<file path="config.mk">
export PLATFORM = sky130hd
export DESIGN_NAME = instr_encoder
export DESIGN_NICKNAME = d
export VERILOG_FILES = /design/src/rtl/instr_encoder.sv
export SDC_FILE = /design/constraint.sdc
export NUM_CORES = 1
export LEC_CHECK = 0
export ABC_CLOCK_PERIOD_IN_PS = 3500
export CAP_MARGIN = 15
export CORE_MARGIN = 2
export CORE_UTILIZATION = 50
export CTS_BUF_LIST = sky130_fd_sc_hd__clkbuf_16
export CTS_CLUSTER_DIAMETER = 150
export DETAILED_ROUTE_END_ITERATION = 10
export DONT_BUFFER_PORTS = 1
export PLACE_DENSITY_LB_ADDON = 0.12
export SLEW_MARGIN = 20
export SYNTH_ARGS = -nofsm -noshare
export SYNTH_HDL_FRONTEND = slang
export SYNTH_SLANG_ARGS = --single-unit
</file>
<file path="constraint.sdc">
create_clock -name clk -period 3.5 [get_ports clk]
set_input_delay 0.525 -clock clk [delete_from_list [all_inputs] [get_ports clk]]
set_output_delay 0.525 -clock clk [all_outputs]
set_load 0.01 [all_outputs]
</file>
<file path="src/rtl/instr_encoder.sv">
// Packs decoded RV32I fields into instruction words, buffers them in a small FIFO and streams
// them to the instruction-memory write port. Optional immediate range checker: INSTR_ENCODER_IMM_CHECK_EN.
module instr_encoder #(
   parameter int DEPTH  = 4,
   parameter int ADDR_W = 32
) (
   input  logic              clk,
   input  logic              rst_n,
   input  logic              addr_load,
   input  logic [ADDR_W-1:0] base_addr,
   input  logic              in_valid,
   output logic              in_ready,
   input  logic [2:0]        fmt,
   input  logic [6:0]        opcode,
   input  logic [2:0]        funct3,
   input  logic [6:0]        funct7,
   input  logic [4:0]        rd,
   input  logic [4:0]        rs1,
   input  logic [4:0]        rs2,
   input  logic [31:0]       imm,
   output logic              out_valid,
   input  logic              out_ready,
   output logic [ADDR_W-1:0] out_addr,
   output logic [31:0]       out_data,
   output logic [15:0]       words_written,
   output logic              fmt_err,
   output logic              imm_err
);

   localparam int PTR_W = (DEPTH > 1) ? $clog2(DEPTH) : 1;
   localparam int CNT_W = PTR_W + 1;

   localparam logic [2:0]  FMT_R = 3'd0;
   localparam logic [2:0]  FMT_I = 3'd1;
   localparam logic [2:0]  FMT_S = 3'd2;
   localparam logic [2:0]  FMT_B = 3'd3;
   localparam logic [2:0]  FMT_U = 3'd4;
   localparam logic [2:0]  FMT_J = 3'd5;
   localparam logic [31:0] NOP_WORD = 32'h0000_0013;

   // ------------------------------------------------------------------
   // Field packing
   // ------------------------------------------------------------------
   logic [31:0] enc_word;
   logic        fmt_invalid;

   always_comb begin
      enc_word    = NOP_WORD;
      fmt_invalid = 1'b0;
      case (fmt)
         FMT_R:   enc_word = {funct7, rs2, rs1, funct3, rd, opcode};
         FMT_I:   enc_word = {imm[11:0], rs1, funct3, rd, opcode};
         FMT_S:   enc_word = {imm[11:5], rs2, rs1, funct3, imm[4:0], opcode};
         FMT_B:   enc_word = {imm[12], imm[10:5], rs2, rs1, funct3, imm[4:1], imm[11], opcode};
         FMT_U:   enc_word = {imm[31:12], rd, opcode};
         FMT_J:   enc_word = {imm[20], imm[10:1], imm[11], imm[19:12], rd, opcode};
         default: fmt_invalid = 1'b1;
      endcase
   end

   // ------------------------------------------------------------------
   // FIFO control
   // ------------------------------------------------------------------
   logic [PTR_W-1:0] wr_ptr_reg, wr_ptr_next;
   logic [PTR_W-1:0] rd_ptr_reg, rd_ptr_next;
   logic [CNT_W-1:0] count_reg, count_next;
   logic             push, pop;

   assign in_ready  = (count_reg != CNT_W'(DEPTH));
   assign out_valid = (count_reg != '0);
   assign push      = in_valid && in_ready;
   assign pop       = out_valid && out_ready;

   // Pointers rely on DEPTH being a power of two to wrap naturally.
   always_comb begin
      wr_ptr_next = wr_ptr_reg;
      rd_ptr_next = rd_ptr_reg;
      count_next  = count_reg;
      if (push) begin
         wr_ptr_next = wr_ptr_reg + PTR_W'(1);
      end
      if (pop) begin
         rd_ptr_next = rd_ptr_reg + PTR_W'(1);
      end
      case ({push, pop})
         2'b10:   count_next = count_reg + CNT_W'(1);
         2'b01:   count_next = count_reg - CNT_W'(1);
         default: count_next = count_reg;
      endcase
   end

   always_ff @(posedge clk or negedge rst_n) begin
      if (!rst_n) begin
         wr_ptr_reg <= '0;
         rd_ptr_reg <= '0;
         count_reg  <= '0;
      end else begin
         wr_ptr_reg <= wr_ptr_next;
         rd_ptr_reg <= rd_ptr_next;
         count_reg  <= count_next;
      end
   end

   // Storage carries no reset; emptiness is tracked entirely by count_reg.
   logic [31:0] mem [DEPTH];

   always_ff @(posedge clk) begin
      if (push) begin
         mem[wr_ptr_reg] <= enc_word;
      end
   end

   assign out_data = out_valid ? mem[rd_ptr_reg] : 32'h0;

   // ------------------------------------------------------------------
   // Write address, completion counter and sticky error flags
   // ------------------------------------------------------------------
   logic [ADDR_W-1:0] addr_reg, addr_next;
   logic [15:0]       written_reg, written_next;
   logic              fmt_err_reg, fmt_err_next;

   always_comb begin
      addr_next    = addr_reg;
      written_next = written_reg;
      fmt_err_next = fmt_err_reg;
      if (pop) begin
         addr_next    = addr_reg + ADDR_W'(4);
         written_next = written_reg + 16'd1;
      end
      // A base load takes priority over the post-pop increment.
      if (addr_load) begin
         addr_next = base_addr;
      end
      if (push && fmt_invalid) begin
         fmt_err_next = 1'b1;
      end
   end

   always_ff @(posedge clk or negedge rst_n) begin
      if (!rst_n) begin
         addr_reg    <= '0;
         written_reg <= '0;
         fmt_err_reg <= 1'b0;
      end else begin
         addr_reg    <= addr_next;
         written_reg <= written_next;
         fmt_err_reg <= fmt_err_next;
      end
   end

   assign out_addr      = addr_reg;
   assign words_written = written_reg;
   assign fmt_err       = fmt_err_reg;

`ifdef INSTR_ENCODER_IMM_CHECK_EN
   logic imm_bad;
   logic imm_err_reg, imm_err_next;

   // An immediate fits N signed bits when every bit above bit N-2 equals the sign bit.
   always_comb begin
      imm_bad = 1'b0;
      case (fmt)
         FMT_I, FMT_S: imm_bad = !((&imm[31:11]) || !(|imm[31:11]));
         FMT_B:        imm_bad = !((&imm[31:12]) || !(|imm[31:12])) || imm[0];
         FMT_J:        imm_bad = !((&imm[31:20]) || !(|imm[31:20])) || imm[0];
         FMT_U:        imm_bad = |imm[11:0];
         default:      imm_bad = 1'b0;
      endcase
   end

   always_comb begin
      imm_err_next = imm_err_reg;
      if (push && imm_bad) begin
         imm_err_next = 1'b1;
      end
   end

   always_ff @(posedge clk or negedge rst_n) begin
      if (!rst_n) begin
         imm_err_reg <= 1'b0;
      end else begin
         imm_err_reg <= imm_err_next;
      end
   end

   assign imm_err = imm_err_reg;
`else
   assign imm_err = 1'b0;
`endif

endmodule

</file>
==> results of run 1 <==
-- cells by family after synthesis --
| family | after synthesis | synth area share |
|---|---|---|
| buf+inv | 63 | 0.03025 |
| other cells | 1 | 0.0004466 |
| mux | 47 | 0.1046 |
| simple gates | 203 | 0.1290 |
| xor+xnor | 30 | 0.03129 |
| fa+ha+maj | 8 | 0.01281 |
| compound gates | 92 | 0.06690 |
| flops | 184 | 0.6246 |
-- power groups by stage --
| stage | clock network [W] | logic (W) | registers (W) |
|---|---|---|---|
| 2_1_floorplan | 0 | 0.00146 | 0.00304 |
| 3_3_place_gp | 0 | 0.00171 | 0.00323 |
| 3_5_place_dp | 0 | 0.00173 | 0.00326 |
| 4_1_cts | 0.00206 | 0.00175 | 0.00321 |
| 5_1_grt | 0.00214 | 0.00188 | 0.00326 |
| 6_report | 0.00203 | 0.00171 | 0.00319 |
-- layout by cell type, fill, tap and decap left out, types with 5 or more instances in the layout --
cell type	Yosys	final
clkbuf_16	0	17
nor2_1	35	35
ha_1	7	7
and2_1	6	6
nor2b_1	34	34
xnor2_1	20	20
dfrtp_1	56	54
a31oi_1	19	19
xor2_1	10	10
o21ai_0	34	34
nor4_1	5	5
nand4_1	12	12
or3_1	5	5
mux4_2	32	32
a21oi_1	11	11
o31ai_1	15	14
nand3_1	12	12
edfxtp_1	128	128
or4_1	18	18
mux2i_1	9	9
mux2_2	6	6
inv_1	27	27
nand2_1	54	54
-- routing by layer --
metal | vias up | wire [um]
li1 | 2335 | -
met1 | 2554 | 7329
met2 | 154 | 9028
met3 | 18 | 1112
met4 | 0 | 245
met5 | - | 0
-- worst paths after layout --
| kind | cells past startpoint | to | slack [ns] | start |
|---|---|---|---|---|
| max in group asynchronous | 2 | rd_ptr_reg[1] | 2.61 | rst_n |
| min in group asynchronous | 2 | out_addr[19] | 0.61 | rst_n |
| hold reg to reg | 1 | words_written[15] | 0.54 | words_written[15] |
| hold / removal | 1 | out_addr[9] | 0.18 | addr_load |
| setup / recovery | 3 | out_data[29] | 0.83 | rd_ptr_reg[0] |
| setup reg to reg | 5 | out_addr[30] | 1.07 | out_addr[2] |
-- final cells by class --
type	instances	area, um^2	share of cell area
tap	220	275.3	0.02981
clock buffer	17	425.4	0.04608
clock inverter	15	198.9	0.02155
timing repair buffer	6	67.56	0.007318
multi-input combinational	381	2913	0.3155
inverter	28	105.1	0.01138
sequential	184	5248	0.5684
-- timing repair --
action | 4_1_cts | 5_1_grt
hold buffers | 2 | 0
hold endpoints to repair | 56 | 0
endpoints found under the setup margin | 0 | 0
-- critical path, delay by kind of cell, from the launching register on --
family	cells	cell delay [ns]
flops	1	0.61
simple gates	1	0.19
mux	1	0.55
buf+inv	1	0.36
-- per-stage QoR --
step / util / instance area (um^2) / worst slack [ns]
finish: 0.5587 / 9233 / 0.8258
global placement: 0.5187 / 8571 / 1.140
global route: 0.5587 / 9233 / 0.6767
detailed placement: 0.5187 / 8571 / 1.091
CTS: 0.5587 / 9233 / 0.7524
floorplan: - / 8397 / 1.332
==> results.md, run 1 <==
* Final Hold Vio Count at 0
* Die H at 133.6 um
* P_int at between 0.004 and 0.005 W
* Clock share of power at 0.293
* Worst-skew pair later-pin latency at 0.43 ns
* Seq pwr share at 0.461
* Clk sinks at 184
* Asr flop ratio synth at 0.3043
* Row count at 47
* Sw Ratio at 0.3127
* CTS buffer count at 17
* First-iteration detailed-routing DRC count at about 340
* CP Capture Type: output port
* DRC viols at 0
* Post-layout min period at 2.674 ns
* CP max stage delay at 0.61 ns
* Total chip power at 0.006927 W
* Syn Nets at 740
* Layout cell share with drive strength beyond 1 at 0.1395
* Critical path's slowest cell: dfrtp_2
* Total Wirelength at between 15,000 and 20,000 um
* Buffer count from post-CTS setup fixing at 0
* Worst-Margin Slew at 0.9950 ns
* Post-synth top cells: 128 x edfxtp_1, 56 x dfrtp_1, 54 x nand2_1
* Net Sw Power at 0.002166 W
* WS Path Type: reg -> out
* DR WL/cell at ~21 um
* Number of enable flip-flop cells after synthesis at between 100 and 150
* Clock root buffer: clkbuf_16
* Critical path required time at 2.97 ns
* Sequential area share after synthesis at 0.6246
* Aggregate global routing overflow at 0
* N_diodes at 0
* CTS tree: built
* Resized cells post-CTS at 0
* Pwr/cell area at between 700 and 800 nW/um^2
* Synth area leaders: edfxtp_1 46%, dfrtp_1 17%, mux4_2 8.6%, nor2b_1 2.5%, nand2_1 2.4%
* Pin count of the biggest net entering global routing at 57
* Synth warn at 0
* Bufs on Longest Clock Path at 2
* Number of global-route vias before repair at 5,065
* Status: finished, final reports clean
* Combinational share of power at 0.246
* MaxCap Viol Count at 0
* Vias per cell at 5.947
* Die Width at around 130 um
* Largest register by flop count: mem
* Syn_area_per_cell at around 13 um^2
* Layout area overhead at 9.954%
* Most common cell in the synthesized netlist: edfxtp_1
* Cells after Synth at 628
* RSZ-0062 raised after global routing: false
* Worst setup SP type: flop
* Fmax at 373.9 MHz
* Die area at 17,850 um^2
* Synthesized flop and latch total at 184
* WP data arrival at between 2 and 2.5 ns
* Initial antenna violation count at 0
* Relative slew slack at 0.3326
* Worst clock skew at 0.009193 ns
* Post-layout net count at 730
* H-tree levels at 4
* GPL Wtd Cong at 0.7719
* Via count at about 5,000
* Met2 usage at 0.3494
* Antenna Nets Post-Route at 0
* Fin crit share at 0.7641
* Worst path cell trace: buf_4, mux4_2, nor2b_1
* Max rail drop VDD at 0.0004323 V
* Area share of the largest cell type after synthesis at 0.4578
* Hold WS at 0.1785 ns
* Crit path max fanout at 13
* Leak at 3.270 nW
* Starting Density at 0.5081
* Max reg flops at around 130
* Drt first pass iters at 5
* Gr busiest metal: met2
* Post-Layout Cell Count at 851
* Tightest Hold Check Type: in -> reg
* Post-synthesis instance area at 8397 um^2
* Final Max Slew Viols at 0
* GRT Resource Usage Total at 0.2059
* Cell total after placement at about 800
* Clock slew at reported path FFs at approximately 0.07 ns
* Unique cell type count in the Yosys netlist at 48
* Layout filler cell count at 1,365
* Setup violations, final at 0
* Post-DP HPWL at 11,590 um
* Setup TNS Final at 0 ns
* Port Buffers at 0
* Largest area contributor in the netlist: edfxtp_1
* Core area at 16,520 um^2
* Met1 Use GR at 0.2594
* Dominant synthesized flop cell: edfxtp_1
* First-pass GRT wire length at 27,770 um
* Met3 Use GR at 0.06088
* # IOs at 188
Power figures use the tool's default switching activity.
==> inputs of run 2 (changes only) <==
Settings changed: ABC_CLOCK_PERIOD_IN_PS 3500 to 2800.
Clock period 3.5 ns to 2.8 ns, I/O delays scaled along.
==> run 2 against run 1 <==
Die area unchanged. Hold slack worse by 0.094 ns. Sequential cell count unchanged. Design area grew 0.62%. Via count shrank 0.20%. Largest cell class unchanged. Largest power group unchanged.
==> results.md, run 2 (synthesis results as in run 1) <==
* Post-route setup slack at 0.3684 ns
* WP data arrival at 2.01 ns
* Final Max Slew Viols at 0
* RSZ-0062 raised after global routing: false
* Register area at 5248 um^2
* Pwr/cell area at 914.7 nW/um^2
* Post-layout min period at 2.432 ns
* Worst setup SP type: flop
* N_diodes at 0
* First-iteration detailed-routing DRC count at 337
* Placed inst area at 8688 um^2
* Most common cell after layout, fill and taps aside: edfxtp_1
* Via count at 5,051
* Fin crit share at 0.8684
* Top delay family on crit path: flip-flops
* Post-layout net count at 739
* Worst path cell trace: buf_4, mux4_2, nor2b_1
* Tightest Hold Check Type: in -> reg
* Layout cell share with drive strength beyond 1 at 0.1547
* CTS buffer count at 17
* Starting Density at 0.5081
* Drt first pass iters at 4
* Layout area overhead at 10.64%
* CP Capture Type: output port
* Vias per cell at 5.873
* Clock slew at reported path FFs at 0.07 ns
* Die H at 133.6 um
* Critical path required time at 2.38 ns
* Initial antenna violation count at 0
* MaxCap Viol Count at 0
* Relative slew slack at 0.4379
* FF-to-FF path depth at 5
* Total Wirelength at 17,450 um
* Clock root buffer: clkbuf_16
* Core area at 16,520 um^2
* R2R Setup Slk at 0.37 ns
* CTS tree: built
* Fmax at 411.3 MHz
* Die Width at 133.6 um
* Total chip power at ~0.0085 W
* Setup violations, final at 0
* Max reg flops at 128
* Crit path max fanout at 10
* Worst clock skew at 0.008211 ns
* Worst-skew pair later-pin latency at 0.43 ns
* Final Hold Vio Count at 0
* Post-DP HPWL at 12,050 um
* CP max stage delay at approximately 0.58 ns
* DRC viols at 0
* Layout filler cell count at 1,377
* Finished Cell Area at around 9300 um^2
* # IOs at 188
* Buffer count from post-CTS setup fixing at 0
* Hold WS at between 0.08 and 0.09 ns
* Crit. path cell count at 3
* Aggregate global routing overflow at 0
* H-tree levels at 4
* Clk sinks at 184
* Hold path depth at 1
* Commonest non-fill, non-tap cells in the layout: 128 x edfxtp_1, 54 x nand2_1, 54 x dfrtp_1, 35 x nor2_1
* Critical path's slowest cell: dfrtp_2
* DR WL/cell at 20.29 um
* Crit path buf inv count at 1
* Antenna Nets Post-Route at 0
* Resized cells post-CTS at 0
* Dpl ws at 0.3629 ns
* Row count at 47
* Status: finished, final reports clean
* Die area at 17,850 um^2
* First-pass GRT wire length at roughly 28,000 um
* Number of global-route vias before repair at ~5,000
* Leak at 3.309 nW
* GPL Wtd Cong at 0.7617
* Port Buffers at 0
* Pin count of the biggest net entering global routing at 57
* Bufs on Longest Clock Path at 2
* Setup TNS Final at 0 ns
* Largest register by flop count: mem
* Multi-input combinational cell area at 2913 um^2
* WS Path Type: reg -> out
* Hold-fix buffers at CTS at 2
* GRT Resource Usage Total at 0.2041
* Max rail drop VDD at 0.0005064 V
* Worst-Margin Slew at 0.8401 ns
## run 2: where the power goes
group	switching, W	internal (W)
clock network	0.00108	0.00117
logic	0.00130	0.00104
registers	0.000402	0.00351
total	0.00278	0.00572
## run 2: worst paths after layout
check / to / startpoint
setup reg to reg: out_addr[16] / out_addr[3]
setup / recovery: out_data[17] / rd_ptr_reg[0]
max in group asynchronous: rd_ptr_reg[0] / rst_n
hold / removal: out_addr[9] / addr_load
min in group asynchronous: out_addr[30] / rst_n
hold reg to reg: words_written[15] / words_written[15]
## run 2: per-layer routing
layer,vias to the layer above,GRT usage,wire [um]
li1,2351,-,-
met1,2526,0.2565,7071
met2,152,0.3462,9002
met3,22,0.05822,1088
met4,0,0.06147,287
met5,-,0,0
## run 2: worst register-to-register path: cells and delay by family, from the launching register on
kind | cells | cell delay [ns]
and+or+nand+nor | 2 | 1.26
DFF | 1 | 0.47
AOI/OAI and AO/OA | 2 | 0.39
adders and majority gates | 1 | 0.23
## run 2: final cells by class
type	instances	area share
timing repair buffer	15	0.01993
clock buffer	17	0.04579
tap	220	0.02963
multi-input combinational	381	0.3135
inverter	28	0.01131
clock inverter	15	0.01495
sequential	184	0.5648
## run 2: through the flow
step	std cells	utilization
after global routing	860	0.5622
after floorplan	628	-
final	860	0.5622
after global placement	826	0.5258
after CTS	860	0.5622
after detailed placement	826	0.5258
==> inputs of run 3 (changes only) <==
Settings changed: REMOVE_ABC_BUFFERS set to 1.
==> run 3 against run 2 <==
Hold slack improved by 0.0035 ns. Final cell count decreased by 0.12%. Largest cell class unchanged. Sequential cell count unchanged.
==> results.md, run 3 (synthesis results as in run 1) <==
* Buffer count from post-CTS setup fixing at 0
* Final Max Slew Viols at 0
* Worst-skew pair later-pin latency at 0.42 ns
* Row count at 47
* Tightest Hold Check Type: in -> reg
* Pwr/cell area at 913.9 nW/um^2
* WS Path Type: reg -> reg
* Post-layout min period at 2.410 ns
* GPL Wtd Cong at 0.8106
* Post-layout net count at approximately 740
* Worst-Margin Slew at 0.8545 ns
* Commonest non-fill, non-tap cells in the layout: 128 x edfxtp_1, 54 x nand2_1, 54 x dfrtp_1, 35 x nor2_1
* Clock slew at reported path FFs at 0.07 ns
* Starting Density at 0.5081
* Post-Layout Cell Count at 859
* Max reg flops at roughly 130
* FF-to-FF path depth at 5
* Die Width at 133.6 um
* R2R Setup Slk at 0.39 ns
* P_int at 0.005792 W
* Clock root buffer: clkbuf_16
* Via count at roughly 5,000
* Worst clock skew at 0.005967 ns
* GRT Resource Usage Total at 0.2073
* Core area at about 17,000 um^2
* Bufs on Longest Clock Path at 2
* Hold WS at 0.08816 ns
* Fmax at 414.9 MHz
* End of the worst hold path: out_addr[9]
* CP Capture Type: flop
* Drt first pass iters at 4
* Pin count of the biggest net entering global routing at 57
* Met3 Use GR at 0.05670
* DR WL/cell at roughly 21 um
* Hold path depth at 1
* MaxCap Viol Count at 0
* Status: finished, final reports clean
* Setup violations, final at 0
* Combinational share of power at 0.266
* Fin crit share at 0.8607
* CTS tree: built
* RSZ-0062 raised after global routing: false
* N_diodes at 0
* Met2 usage at 0.3545
* Initial antenna violation count at 0
* Sw Ratio at 0.3154
* Most common cell after layout, fill and taps aside: edfxtp_1
* R2R Path End: out_addr[16]
* Vias per cell at 5.950
* WP data arrival at 2.75 ns
* Post-DP HPWL at around 12,000 um
* Gr busiest metal: met2
* Clock share of power at 0.275
* DRC viols at 0
* Min-delay src: addr_load
* Layout cell share with drive strength beyond 1 at 0.1518
* Die area at 17,850 um^2
* Final Hold Vio Count at 0
* Layout area overhead at 10.25%
* Net Sw Power at 0.002669 W
* First-iteration detailed-routing DRC count at 308
* Crit path max fanout at 18
* Worst setup SP type: flop
* Antenna Nets Post-Route at 0
* CTS buffer count at 17
* Relative slew slack at 0.4282
* R2R Path Start: out_addr[2]
* Met1 Use GR at 0.2584
* Die H at 133.6 um
* Largest register by flop count: mem
* Aggregate global routing overflow at 0
* Critical path required time at 3.14 ns
* Cell total after placement at 825
* Port Buffers at 0
* H-tree levels at 4
* Clk sinks at 184
* First-pass GRT wire length at around 28,000 um
* # IOs at 188
* Seq pwr share at 0.459
* Max rail drop VDD at 0.0004671 V
* Total Wirelength at 18,020 um
* Number of global-route vias before repair at about 5,200
* Leak at 3.311 nW
run 3: cell types whose count changed in the layout (fill, tap and decap cells not counted), sizes merged:
cell,before,now
clkinv,8,5
clkbuf,17,20
buf,14,13
run 3: cell type report:
type | count | area, um^2
Multi-Input combinational cell | 381 | 2913
Timing Repair Buffer | 14 | 127.6
Sequential cell | 184 | 5248
Inverter | 28 | 105.1
Tap cell | 220 | 275.3
Fill cell | 1358 | 7267
Clock buffer | 20 | 500.5
Clock inverter | 12 | 88.84
run 3: worst max-delay path by stage:
| stage | from | end | cells past startpoint |
|---|---|---|---|
| 2_1_floorplan | count_reg[0] | out_valid | 2 |
| 3_3_place_gp | out_addr[2] | out_addr[22] | 5 |
| 3_5_place_dp | out_addr[2] | out_addr[18] | 5 |
| 4_1_cts | rd_ptr_reg[0] | out_data[11] | 3 |
| 5_1_grt | out_addr[2] | out_addr[16] | 5 |
| 6_report | out_addr[2] | out_addr[16] | 5 |
run 3: timing repair:
item | CTS | global route
resized for setup | 0 | 0
hold buffers | 2 | 0
endpoints found under the hold margin | 56 | 0
run 3: power groups by stage:
stage	logic (W)	registers [W]	clock network, W
CTS	0.00232	0.00389	0.00238
global route	0.00247	0.00394	0.00249
global placement	0.00225	0.00391	0
finish	0.00225	0.00388	0.00233
detailed placement	0.00229	0.00394	0
floorplan	0.00161	0.00397	0
run 3: metrics by stage:
step | setup slack [ns] | TNS (ns) | cell area [um^2] | utilization | total power, W
floorplan | -0.02211 | -0.02211 | 8248 | - | 0.005574
global placement | 0.4849 | 0 | 8631 | 0.5223 | 0.006159
detailed placement | 0.3950 | 0 | 8631 | 0.5223 | 0.006229
CTS | 0.3433 | 0 | 9258 | 0.5602 | 0.008584
global route | 0.2238 | 0 | 9258 | 0.5602 | 0.008906
finish | 0.3900 | 0 | 9258 | 0.5602 | 0.008461
run 3: critical path: stages (launching register included):
cell	delay [ns]
dfrtp_1	0.47
ha_1	0.23
o311ai_1	0.20
or3_1	0.66
or4_1	0.59
a31oi_1	0.18
run 3: metal layers:
layer | share of wire | up-vias
met5 | 0 | -
met4 | 0.011 | 0
met3 | 0.073 | 13
met2 | 0.51 | 189
met1 | 0.41 | 2572
li1 | - | 2337
